**src/rtl/alu_arbiter.sv**
```systemverilog
// alu_arbiter: shares one ArithLogicUnit between two valid/ready requesters and holds a registered result.
// Build option: define ALU_ARB_FIXED_PRIO_EN for fixed priority (requester 0 always wins); default is round-robin.
package alu_arbiter_pkg;
  typedef logic [31:0] word_t;

  typedef enum logic [3:0] {
    ALU_ADD, ALU_SUB, ALU_SLL, ALU_SLT, ALU_SLTU,
    ALU_XOR, ALU_SRL, ALU_SRA, ALU_OR, ALU_AND
  } alu_fn_t;

  typedef struct packed {
    alu_fn_t    alu_fn;
    logic [4:0] rd;
    logic [4:0] rs1;
    logic [4:0] rs2;
    word_t      imm;
  } instruction_t;

  typedef enum logic {ARB_EMPTY, ARB_FULL} arb_state_t;
endpackage

module ArithLogicUnit
  import alu_arbiter_pkg::*;
(
  input  instruction_t instr,
  input  word_t        a,
  input  word_t        b,
  output word_t        result
);
  logic [4:0] shamt;
  logic       unused_fields;

  assign shamt         = b[4:0];
  // Only alu_fn selects behaviour; the remaining instruction fields are carried but not decoded here.
  assign unused_fields = ^{instr.rd, instr.rs1, instr.rs2, instr.imm};

  always_comb begin
    result = '0;
    case (instr.alu_fn)
      ALU_ADD:  result = a + b;
      ALU_SUB:  result = a - b;
      ALU_SLL:  result = a << shamt;
      ALU_SLT:  result = {31'b0, $signed(a) < $signed(b)};
      ALU_SLTU: result = {31'b0, a < b};
      ALU_XOR:  result = a ^ b;
      ALU_SRL:  result = a >> shamt;
      ALU_SRA:  result = $unsigned($signed(a) >>> shamt);
      ALU_OR:   result = a | b;
      ALU_AND:  result = a & b;
      default:  result = '0;
    endcase
  end
endmodule

module alu_arbiter
  import alu_arbiter_pkg::*;
#(
  parameter int FIRST_PRIO = 0
) (
  input  logic       clk,
  input  logic       reset,
  input  logic [1:0] req_valid,
  output logic [1:0] req_ready,
  input  alu_fn_t    req_fn0,
  input  alu_fn_t    req_fn1,
  input  word_t      req_a0,
  input  word_t      req_a1,
  input  word_t      req_b0,
  input  word_t      req_b1,
  output logic [1:0] rsp_valid,
  input  logic [1:0] rsp_ready,
  output word_t      rsp_result,
  output logic       rsp_busy,
  output arb_state_t dbg_state
);
  // Handshakes: a transfer happens on a rising edge where valid and ready are both high.
  // req_ready depends on req_valid and rsp_ready only; rsp_valid is held until the owner's rsp_ready.
  arb_state_t   state;
  logic         owner;
  logic [1:0]   grant;
  logic         win;
  logic         can_accept;
  logic         accept;
  instruction_t alu_instr;
  word_t        alu_a;
  word_t        alu_b;
  word_t        alu_result;

`ifdef ALU_ARB_FIXED_PRIO_EN
  localparam int unused_first_prio = FIRST_PRIO;

  always_comb begin
    grant = 2'b00;
    if (req_valid[0])      grant = 2'b01;
    else if (req_valid[1]) grant = 2'b10;
  end
`else
  logic last;

  // On contention the requester not granted most recently wins.
  always_comb begin
    grant = req_valid;
    if (req_valid == 2'b11) grant = last ? 2'b01 : 2'b10;
  end
`endif

  assign win        = grant[1];
  assign can_accept = (state == ARB_EMPTY) || rsp_ready[owner];
  assign req_ready  = (reset || !can_accept) ? 2'b00 : grant;
  assign accept     = |req_ready;
  assign dbg_state  = state;

  always_comb begin
    alu_instr        = '0;
    alu_instr.alu_fn = win ? req_fn1 : req_fn0;
    alu_a            = win ? req_a1 : req_a0;
    alu_b            = win ? req_b1 : req_b0;
  end

  ArithLogicUnit u_alu (
    .instr  (alu_instr),
    .a      (alu_a),
    .b      (alu_b),
    .result (alu_result)
  );

  always_ff @(posedge clk or posedge reset) begin
    if (reset) begin
      state      <= ARB_EMPTY;
      owner      <= 1'b0;
      rsp_valid  <= 2'b00;
      rsp_busy   <= 1'b0;
      rsp_result <= '0;
`ifndef ALU_ARB_FIXED_PRIO_EN
      last       <= (FIRST_PRIO == 0);
`endif
    end else if (accept) begin
      state      <= ARB_FULL;
      owner      <= win;
      rsp_valid  <= grant;
      rsp_busy   <= 1'b1;
      rsp_result <= alu_result;
`ifndef ALU_ARB_FIXED_PRIO_EN
      last       <= win;
`endif
    end else if (state == ARB_FULL && rsp_ready[owner]) begin
      // Drain without refill: the stale result stays in rsp_result.
      state      <= ARB_EMPTY;
      rsp_valid  <= 2'b00;
      rsp_busy   <= 1'b0;
    end
  end
endmodule

```
**config.mk**
```make
export PLATFORM = sky130hd
export DESIGN_NAME = alu_arbiter
export DESIGN_NICKNAME = d
export VERILOG_FILES = /design/src/rtl/alu_arbiter.sv
export SDC_FILE = /design/constraint.sdc
export NUM_CORES = 1
export LEC_CHECK = 0
export ABC_AREA = 1
export CAP_MARGIN = 10
export CORE_ASPECT_RATIO = 1.75
export CORE_MARGIN = 1
export CORE_UTILIZATION = 58
export DETAILED_ROUTE_END_ITERATION = 10
export PLACE_DENSITY_LB_ADDON = 0.1
export SLEW_MARGIN = 15
export SYNTH_ARGS = -nofsm -noshare
export SYNTH_HDL_FRONTEND = slang
export SYNTH_SLANG_ARGS = --single-unit
```
**constraint.sdc**
```tcl
create_clock -name clk -period 3.8 [get_ports clk]
set_input_delay 0.95 -clock clk [delete_from_list [all_inputs] [get_ports clk]]
set_output_delay 0.95 -clock clk [all_outputs]
set_load 0.01 [all_outputs]
```
==> results.json, run 1 <==
{
  "status": "did not finish",
  "failed_stage": "global routing",
  "tool.error": "[ERROR GRT-0116] Global routing finished with congestion. Check the congestion regions in the DRC Viewer.",
  "grt_max_degree": 67,
  "grt_use_total_pct": 73.3,
  "dp.final_hpwl_um": 53500,
  "die_w_um": 111,
  "ioPinCount": 180,
  "grt_pass1_vias": 21391,
  "ys_warn_count": 0,
  "async_reset_ff_share_pct": 100,
  "synth_nets": 2611,
  "io_buffers": 179,
  "cts-root-buf": "clkbuf_16",
  "initial_core_util_pct": 59.3,
  "grt_pass1_wl_um": 124000,
  "synth.avg_cell_area_sq_um": 5.10,
  "ys_ff_latch": 37,
  "clockBufferDepth": 2,
  "syn-instance-count": 2371,
  "synthFlopType": "dfrtp_1",
  "num_rows": 69,
  "htreeDepth": 2,
  "cts_hold_buf": 0,
  "finalWeightedCongestion": 1.32,
  "synth-edff-count": 0,
  "seq_area_frac_synth_pct": 7.67,
  "place_area_sq_um": 17300,
  "cts_made_buffers": 5,
  "syn_area_sq_um": 12100,
  "fp.dieH_um": 193,
  "synth_cell_types": 49,
  "clock_sink_count": 37,
  "overflow": 233
}
[cell usage after synthesis, types with 2 or more instances]
library cell	instances	share of area, %
buf_6	8	0.75
nand2_2	8	0.41
buf_2	47	1.9
o21bai_1	9	0.56
fa_1	2	0.33
ha_1	96	9.9
and3_1	2	0.10
o22ai_1	18	0.93
o221ai_1	3	0.22
clkbuf_1	46	1.4
or2_1	2	0.10
nand3b_1	17	1.1
o21ai_1	27	1.1
inv_2	12	0.37
o31ai_1	4	0.25
a21boi_0	4	0.25
nor2_2	2	0.10
inv_1	317	9.8
a21o_1	3	0.19
a31oi_1	6	0.31
dfrtp_1	36	7.5
buf_4	7	0.43
buf_1	6	0.19
o21ai_4	3	0.40
nor3_1	18	0.75
nand4_1	20	1.0
o21ai_2	13	0.94
or2_2	3	0.16
xor2_1	4	0.29
nand2_1	770	24
nand3_1	381	16
nor2_1	200	6.2
o211ai_1	7	0.43
a21oi_1	131	5.4
or2_0	2	0.10
o21ai_0	124	5.1
[metrics by stage]
step	instances	setup slack [ns]
2_1_floorplan	2371	0.0611
3_3_place_gp	3145	-0.619
3_5_place_dp	3145	-0.818
4_1_cts	3160	0.00151
[metal layers]
layer | overflow | GRT usage (%)
met1 | 0 | 70.8
met2 | 155 | 98.5
met3 | 0 | 50.1
met4 | 78 | 77.7
met5 | 0 | 15.2
[repair_timing]
item	4_1_cts
gates cloned	0
setup buffers	7
pin swaps	8
gates resized for setup	40
setup endpoints to repair	32
[logic make-up after synthesis]
| logic type | share of synthesized area, % |
|---|---|
| AOI/OAI and AO/OA | 16.7 |
| xor gates and xnor gates | 0.290 |
| adders and majority gates | 10.3 |
| buffers and inverters | 15.0 |
| DFF | 7.67 |
| muxes | 0.0828 |
| and+or+nand+nor | 50.0 |
==> run 2, diff against run 1 <==
--- a/config.mk
+++ b/config.mk
@@ -7,11 +7,10 @@
 export LEC_CHECK = 0
 export ABC_AREA = 1
 export CAP_MARGIN = 10
-export CORE_ASPECT_RATIO = 1.75
 export CORE_MARGIN = 1
-export CORE_UTILIZATION = 58
+export CORE_UTILIZATION = 40
 export DETAILED_ROUTE_END_ITERATION = 10
-export PLACE_DENSITY_LB_ADDON = 0.1
+export PLACE_DENSITY_LB_ADDON = 0.15
 export SLEW_MARGIN = 15
 export SYNTH_ARGS = -nofsm -noshare
 export SYNTH_HDL_FRONTEND = slang
==> results.json, run 2 <==
{
  "crit_top_cell": "nand2_1",
  "hold_path_class": "flop to flop",
  "yosysMostFrequentCell": "nand2_1",
  "final_cell_mix": "nand2_1 (740), buf_4 (559), nand3_1 (371)",
  "setup_tns_ns": 0,
  "n_fill_cell": 2813,
  "diodes": 0,
  "synth-edff-count": 0,
  "io_buffers": 179,
  "finalWeightedCongestion": 1.10,
  "async_reset_ff_share_pct": 100,
  "arrival_ns": 3.92,
  "dieArea_sq_um": 30900,
  "power.density_nw_per_um2": 524,
  "drt_iter0_drc": 2310,
  "grt_use_total_pct": 46.4,
  "largest_reg_flops": 32,
  "finalCritPeriodShare_pct": 98.5,
  "grt_pass1_vias": 18191,
  "slowest_delay_ns": 0.30,
  "drt_wl_total_um": 74400,
  "core_sq_um": 29700,
  "fin_crit_ns": 3.74,
  "syn_area_sq_um": 12100,
  "cts_made_buffers": 5,
  "post-place-ws_ns": -1.37,
  "endpoint_kind": "flop",
  "grt_pass1_wl_um": 107000,
  "cts-root-buf": "clkbuf_16",
  "htreeDepth": 2,
  "path_class": "input port to flop",
  "finalHoldViolations": 0,
  "final_common_cell": "nand2_1",
  "start_kind": "input port",
  "vias_per_cell": 5.68,
  "drive_gt1_share_pct": 27.0,
  "vias": 19427,
  "slew_headroom_pct": 67.0,
  "cpMaxStageDelayCell": "ha_4",
  "synth_top_area_share_pct": 23.9,
  "hold_slack_ns": 0.481,
  "clk_pin_slew_ns": 0.06,
  "drv_cap": 0,
  "ant_nets": 0,
  "clock_latency_ns": 0.29,
  "synth_nets": 2611,
  "synth.largest_area_cell": "nand2_1",
  "fp.dieH_um": 176,
  "synthTopCellsByArea": "nand2_1 (24%), nand3_1 (16%), ha_1 (9.9%)",
  "synthFlopType": "dfrtp_1",
  "p_leak_nw": 10.4,
  "wl_per_cell_um": 21.7,
  "tritoncts": "built",
  "setup_viol": 0,
  "cp.required_ns": 3.98,
  "largest_register": "rsp_result",
  "synth_cell_types": 49,
  "die_w_um": 176,
  "antenna_found_initial": 1,
  "num_rows": 63,
  "first_pass_iters": 8,
  "largestRegisters": "rsp_result x32, rsp_valid x2",
  "ys_warn_count": 0,
  "crit_path_cell_trace": "clkdlybuf4s18_2 -> nand2_8 -> buf_12 -> buf_12 -> nand2_1 -> o21ai_2 -> buf_6 -> clkinvlp_4 -> ha_4 -> nand2_1 -> inv_1 -> o21ai_2 -> nand2_2 -> nand2_1 -> nand2_2 -> nand2_1 -> nand3_1 -> o2111ai_1 -> a21oi_2 -> nand3_1 -> nand2_1 -> nand2_1",
  "status": "completed",
  "tightest_slew_ns": 0.493,
  "final_nets": 3272,
  "timing.final.ws_setup_ns": 0.0553,
  "synth.avg_cell_area_sq_um": 5.10,
  "dp.final_hpwl_um": 61300,
  "overflow": 0,
  "drc": 0,
  "ys_ff_latch": 37,
  "initial_core_util_pct": 40.7,
  "crit_path_max_fanout": 9,
  "ioPinCount": 180,
  "fin_util_pct": 65.9,
  "seq_area_frac_synth_pct": 7.67,
  "netlist_top_cells_count": "nand2_1 (770), nand3_1 (381), inv_1 (317)",
  "clock_sink_count": 37,
  "drv_slew": 0,
  "syn-instance-count": 2371,
  "grt_max_degree": 52,
  "max_freq_ghz": 0.267,
  "ir_drop_mv": 0.309,
  "clockBufferDepth": 2,
  "area_growth_pct": 62.0,
  "skew_ns": 0.00209
}
==> run 2: cell counts after synthesis <==
Identical to the previous run, type by type.
==> run 2: cells by family after synthesis <==
group / count (synthesis) / synth area share, %
AO/OA/AOI/OAI: 359 / 16.7
adder cells (fa/ha/maj): 98 / 10.3
AND/OR/NAND/NOR: 1429 / 50.0
XOR/XNOR: 4 / 0.290
buffers and inverters: 443 / 15.0
flip-flops: 37 / 7.67
multiplexers: 1 / 0.0828
==> run 2: metrics by stage <==
stage          total power [mW]  instance area (sq um)  std cells
3_3_place_gp               8.54                  18200       3388
6_report                   10.3                  19600       3423
2_1_floorplan              4.34                  12100       2371
5_1_grt                    10.8                  19600       3423
4_1_cts                    9.39                  18800       3405
3_5_place_dp               8.62                  18200       3388
==> run 2: critical path, delay by kind of cell <==
family | cells | cell delay, ns
AO/OA/AOI/OAI | 4 | 0.66
adder cells (fa/ha/maj) | 1 | 0.30
buffers and inverters | 6 | 0.85
AND/OR/NAND/NOR | 11 | 1.13
==> run 2: final cells by class <==
class / instances / area (sq um) / share of cell area [%]
Tap cell: 390 / 488 / 2.49
Sequential cell: 37 / 927 / 4.73
Clock inverter: 2 / 37.5 / 0.192
Multi-Input combinational cell: 1891 / 10200 / 52.1
Timing Repair Buffer: 768 / 6550 / 33.5
Inverter: 329 / 1240 / 6.32
Clock buffer: 6 / 139 / 0.709
==> run 2: final timing paths <==
kind,start,end,slack (ns),depth (start not counted)
max reg2reg,last,rsp_result[5],0.28,22
max,req_valid[1],rsp_result[5],0.06,22
min reg2reg,rsp_result[15],rsp_result[15],0.48,2
min,rsp_result[15],rsp_result[15],0.48,2
min in group asynchronous,reset,owner,1.03,3
max in group asynchronous,reset,rsp_result[26],2.40,3
==> run 2: where the power goes <==
part	internal (mW)	switching (mW)	total [mW]	leakage, nW
logic	3.82	5.24	9.05	9.81
registers	0.565	0.131	0.696	0.483
clock network	0.328	0.181	0.508	0.0831
total	4.71	5.55	10.3	10.4
==> run 2: repair_timing <==
item,4_1_cts,5_1_grt
pin swaps,10,33
cloned,2,2
gates resized for setup,85,194
endpoints found under the setup margin,33,30
hold buffers,0,0
buffers inserted,7,16
==> run 2: layer usage <==
| layer | track usage, % | up-vias | share of wire (%) |
|---|---|---|---|
| met3 | 9.37 | 309 | 11 |
| met2 | 72.4 | 1353 | 43 |
| met4 | 32.1 | 2 | 8.2 |
| met1 | 56.8 | 8808 | 38 |
| li1 | - | 8955 | - |
| met5 | 1.12 | - | 0.016 |
Power figures use the tool's default switching activity.
